`src/rtl/alu_arbiter.sv`:
```
// Round-robin arbiter that shares one combinational ALU between two requesters.
// Operands and results are registered; each requester gets its own valid/ready response.
module alu_arbiter #(
  parameter int WIDTH = 32,
  parameter int SEL_W = 3
) (
  input  logic             clk,
  input  logic             rst,
  input  logic             req0_valid,
  output logic             req0_ready,
  input  logic [WIDTH-1:0] req0_a,
  input  logic [WIDTH-1:0] req0_b,
  input  logic [SEL_W-1:0] req0_op,
  input  logic             req1_valid,
  output logic             req1_ready,
  input  logic [WIDTH-1:0] req1_a,
  input  logic [WIDTH-1:0] req1_b,
  input  logic [SEL_W-1:0] req1_op,
  output logic [WIDTH-1:0] alu_a,
  output logic [WIDTH-1:0] alu_b,
  output logic [SEL_W-1:0] alu_sel,
  input  logic [WIDTH-1:0] alu_res,
  input  logic             alu_zero,
  output logic             rsp0_valid,
  input  logic             rsp0_ready,
  output logic [WIDTH-1:0] rsp0_res,
  output logic             rsp0_zero,
  output logic             rsp1_valid,
  input  logic             rsp1_ready,
  output logic [WIDTH-1:0] rsp1_res,
  output logic             rsp1_zero,
  output logic [1:0]       dbg_state
);

  // Handshakes: a transfer happens on a rising edge where valid and ready are both high.
  // reqN_ready is only ever high in IDLE; rspN_valid is only ever high in RESP.
  typedef enum logic [1:0] {
    IDLE = 2'd0,
    EXEC = 2'd1,
    RESP = 2'd2
  } state_t;

  state_t           state_q, state_d;
  logic             rr_ptr_q, rr_ptr_d;
  logic             gid_q, gid_d;
  logic [WIDTH-1:0] op_a_q, op_a_d;
  logic [WIDTH-1:0] op_b_q, op_b_d;
  logic [SEL_W-1:0] op_sel_q, op_sel_d;
  logic [WIDTH-1:0] res_q, res_d;
  logic             zero_q, zero_d;

  logic any_req;
  logic grant;
  logic rsp_fire;

  assign any_req  = req0_valid | req1_valid;
  // With a single requester it wins outright; with both, the pointer decides.
  assign grant    = (req0_valid && req1_valid) ? rr_ptr_q : req1_valid;
  assign rsp_fire = gid_q ? rsp1_ready : rsp0_ready;

  always_comb begin
    state_d    = state_q;
    rr_ptr_d   = rr_ptr_q;
    gid_d      = gid_q;
    op_a_d     = op_a_q;
    op_b_d     = op_b_q;
    op_sel_d   = op_sel_q;
    res_d      = res_q;
    zero_d     = zero_q;
    req0_ready = 1'b0;
    req1_ready = 1'b0;
    rsp0_valid = 1'b0;
    rsp1_valid = 1'b0;
    case (state_q)
      IDLE: begin
        if (any_req) begin
          req0_ready = ~grant;
          req1_ready = grant;
          gid_d      = grant;
          op_a_d     = grant ? req1_a  : req0_a;
          op_b_d     = grant ? req1_b  : req0_b;
          op_sel_d   = grant ? req1_op : req0_op;
          state_d    = EXEC;
        end
      end
      EXEC: begin
        res_d   = alu_res;
        zero_d  = alu_zero;
        state_d = RESP;
      end
      RESP: begin
        rsp0_valid = ~gid_q;
        rsp1_valid = gid_q;
        if (rsp_fire) begin
          rr_ptr_d = ~gid_q;
          state_d  = IDLE;
        end
      end
      default: state_d = IDLE;
    endcase
  end

  always_ff @(posedge clk or posedge rst) begin
    if (rst) begin
      state_q  <= IDLE;
      rr_ptr_q <= 1'b0;
      gid_q    <= 1'b0;
      op_a_q   <= '0;
      op_b_q   <= '0;
      op_sel_q <= '0;
      res_q    <= '0;
      zero_q   <= 1'b0;
    end else begin
      state_q  <= state_d;
      rr_ptr_q <= rr_ptr_d;
      gid_q    <= gid_d;
      op_a_q   <= op_a_d;
      op_b_q   <= op_b_d;
      op_sel_q <= op_sel_d;
      res_q    <= res_d;
      zero_q   <= zero_d;
    end
  end

  // Operand registers feed the ALU directly so it stays quiet while idle.
  assign alu_a     = op_a_q;
  assign alu_b     = op_b_q;
  assign alu_sel   = op_sel_q;
  assign rsp0_res  = res_q;
  assign rsp0_zero = zero_q;
  assign rsp1_res  = res_q;
  assign rsp1_zero = zero_q;
  assign dbg_state = state_q;

endmodule

```
`config.mk`:
```
export PLATFORM = sky130hd
export DESIGN_NAME = alu_arbiter
export DESIGN_NICKNAME = d
export VERILOG_FILES = /design/src/rtl/alu_arbiter.sv
export SDC_FILE = /design/constraint.sdc
export NUM_CORES = 1
export LEC_CHECK = 0
export CAP_MARGIN = 20
export CORE_AREA = 4 4 144 112
export CTS_BUF_LIST = sky130_fd_sc_hd__clkbuf_2
export DETAILED_ROUTE_END_ITERATION = 7
export DIE_AREA = 0 0 148 116
export PLACE_DENSITY = 0.82
export RECOVER_POWER = 50
export SLEW_MARGIN = 20
export SYNTH_ARGS = -nofsm -noshare
export SYNTH_HDL_FRONTEND = slang
export SYNTH_SLANG_ARGS = --single-unit
export TNS_END_PERCENT = 100
```
`constraint.sdc`:
```
create_clock -name clk -period 8.7 [get_ports clk]
set_input_delay 1.74 -clock clk [delete_from_list [all_inputs] [get_ports clk]]
set_output_delay 1.74 -clock clk [all_outputs]
set_load 0.005 [all_outputs]
```
==> results.toml <==
[outcome]
status = "finished with violations"
violations = "max-capacitance violations, max-slew violations"

[clock_tree]
cts_sinks = 104
clkLatencyLatePin_ns = 0.61
clockBufferDepth = 2
path_clk_slew_ns = 0.30
cts_tree = "yes"
cts_root_buffer = "clkbuf_2"
post_cts_buffers = 0
cts_buffers = 9
cts.repair.resized = 0
ctsHoldBuffers = 0
cts_max_level = 3

[place]
port_buffers = 311
pre_cts_slack_ns = 3.44
place.gp.congestion = 0.788
dp_hpwl_um = 12200
placedCellCount = 953

[detailed_routing]
wirelength_um = 18200
via_count = 5075
drc_errors = 0
firstDrtPassIters = 4
drt_iter0_drc = 239
postRouteAntennaNets = 0
post_drt_wl_per_cell_um = 18.7
viasPerCell = 5.24

[timing]
timing.setup.tns_ns = 0
worst_pin_slew_ns = 3.21
relSlewSlack = -1.14
fmax_ghz = 0.163
rsz0062_at_grt = "false"
setup_viol = 0
slew_viol_final = 290
timing_hold_violations_final = 0
fin_ws_ns = 2.56
min_period_over_period = 0.706
period_minus_slack_ns = 6.14
skew_ns = 0.0180

[logic_synthesis]
synthArstFlopShare = 1.00
syn_inst = 519
synth_edf_count = 0
synth_nets = 692
postSynthAreaPerCell_um2 = 9.73
synth_largest_area_cell = "dfrtp_1"
netlist.area_leader.share = 0.515
ys.flop_type = "dfrtp_1"
yosysSeqAreaShare = 0.515
yosysMostFrequentCell = "dfrtp_1"
synth.area.top_cells = "dfrtp_1 52%, a31oi_1 8.4%, mux2_2 7.4%, a21oi_1 6.8%, nand3_1 6.6%"
synth_warnings = 0
synth_cell_types = 23
syn_area_mm2 = 0.00505
synth_commonest_cells = "104 x dfrtp_1, 69 x a21oi_1, 68 x a31oi_1, 67 x nand3_1, 64 x o21ai_0"
synth_seq_cells = 104

[power_and_ir_drop]
p_total_mw = 2.56
power_density_mw_per_mm2 = 316
leakagePower_nw = 3.11
peakVddDrop_mv = 0.186

[cells_and_area]
area_growth_pct = 60.1
antennaDiodeCount = 0
fin_util = 0.545
final_cells = 969
drive_gt1_frac = 0.0759
nets = 932

[min_path]
min_from = "rsp0_res[11]$_DFFE_PP0N_"
hold_end = "rsp0_res[11]$_DFFE_PP0N_"
hold_depth = 1
worstHoldPathType = "register to register"

[critical_path]
cp-end-kind = "register"
critical_path_required_ns = 9.13
path_cells = "clkbuf_1, clkbuf_1, inv_1, o21ai_0, a31oi_1"
cp-start-kind = "primary input"
r2r_slack_ns = 5.33
cpMostUsedCell = "clkbuf_1"
crit_buf_inv = 3
reg2reg_to = "alu_b[20]$_DFFE_PP0P_"
r2r-start = "dbg_state[1]$_DFFE_PP0P_"
max_stage_delay_ns = 1.56
crit_start = "req1_valid"
crit_type = "primary input to register"
cp.arrival_ns = 6.57
cp_slowest_cell = "inv_1"
r2r_cells = 5
critPathMaxFanout = 67
cp_top_family = "buffers and inverters"

[floorplan]
fp.dieW_um = 148
dieArea_mm2 = 0.0172
die_y_um = 116
design.portCount = 312
start_util = 0.341
rows = 39
core_mm2 = 0.0148

[global_routing]
first_global_vias = 5092
antenna_found_initial = 0
grt_overflow = 0
grt_max_degree = 69
grt_pass1_wl_um = 27500
gr-usage-all-layers = 0.202

[flow_run]
drv_cap = 6
sequential cells by signal, indices dropped and copies added (netlist names):
signal / cells
dbg_state: 2
alu_sel: 3
alu_a: 32
alu_b: 32
rsp0_res: 32
rr_ptr_q: 1
gid_q: 1
rsp0_zero: 1
routing by layer:
layer	vias up	track usage	wire length, um
li1	2339	-	-
met1	2485	0.245	7420
met2	237	0.351	8910
met3	14	0.0739	1660
met4	0	0.0412	172
met5	-	0	0
stage by stage:
| stage | hold slack (ns) | cell area (um^2) |
|---|---|---|
| floorplan | 0.500 | 5050 |
| global placement | 0.511 | 7960 |
| detailed placement | 0.520 | 7960 |
| CTS | 0.579 | 8110 |
| global route | 0.602 | 8090 |
| finish | 0.575 | 8090 |
worst max-delay path by stage:
stage                     slack (ns)  depth (start not counted)                    end
after floorplan                 4.23                          1   alu_a[0]$_DFFE_PP0P_
after global placement          3.43                          5             req0_ready
after detailed placement        3.44                          5             req0_ready
after CTS                       3.43                          5             req0_ready
after global routing            2.08                          3  alu_a[14]$_DFFE_PP0P_
final                           2.56                          5   alu_b[3]$_DFFE_PP0P_
area by class of cell:
class / count / area [um^2]
fillers: 1366 / 6740
repair buffers: 318 / 3150
flip-flops and latches: 104 / 2600
multi-input cells: 321 / 1920
well taps: 205 / 256
clock inverters: 7 / 101
clock buffers: 9 / 45.0
inverters: 5 / 20.0
where the power goes:
| group | total, mW | switching, mW | internal [mW] |
|---|---|---|---|
| combinational | 1.38 | 0.548 | 0.836 |
| sequential | 0.897 | 0.167 | 0.730 |
| clock | 0.275 | 0.176 | 0.0992 |
| total | 2.56 | 0.891 | 1.66 |
kinds of logic (layout without fill, tap and decap cells):
logic type | Yosys count | in the layout | synth area share
and+or+nand+nor | 80 | 80 | 0.0817
muxes | 33 | 33 | 0.0736
AOI/OAI and AO/OA | 208 | 208 | 0.224
DFF | 104 | 104 | 0.515
buffers and inverters | 94 | 339 | 0.106
layout by cell type, fill, tap and decap left out:
| cell | n |
|---|---|
| inv_1 | 4 |
| o21ai_0 | 65 |
| clkbuf_2 | 9 |
| inv_8 | 1 |
| clkinv_1 | 1 |
| and3_1 | 1 |
| mux2_2 | 33 |
| bufinv_16 | 2 |
| nand2b_2 | 1 |
| a31oi_1 | 68 |
| inv_6 | 2 |
| a21oi_1 | 69 |
| nand2_1 | 2 |
| dlygate4sd3_1 | 35 |
| clkinv_4 | 1 |
| dfrtp_1 | 104 |
| o2bb2ai_1 | 1 |
| clkbuf_1 | 4 |
| nor2_1 | 3 |
| nor2_4 | 1 |
| nand2b_1 | 2 |
| clkdlybuf4s50_1 | 275 |
| buf_4 | 4 |
| nand3_1 | 67 |
| clkinvlp_2 | 1 |
| and2b_4 | 1 |
| o21ai_1 | 5 |
| or2_2 | 2 |
worst reg2reg max path, stage by stage, from the launching register on:
cell and delay, ns:
dfrtp_1 0.54, nor2_4 0.13, nand2_1 0.11, inv_1 0.69, clkbuf_1 1.47, a31oi_1 0.25
Note: power is estimated with default switching activity, not from simulation.
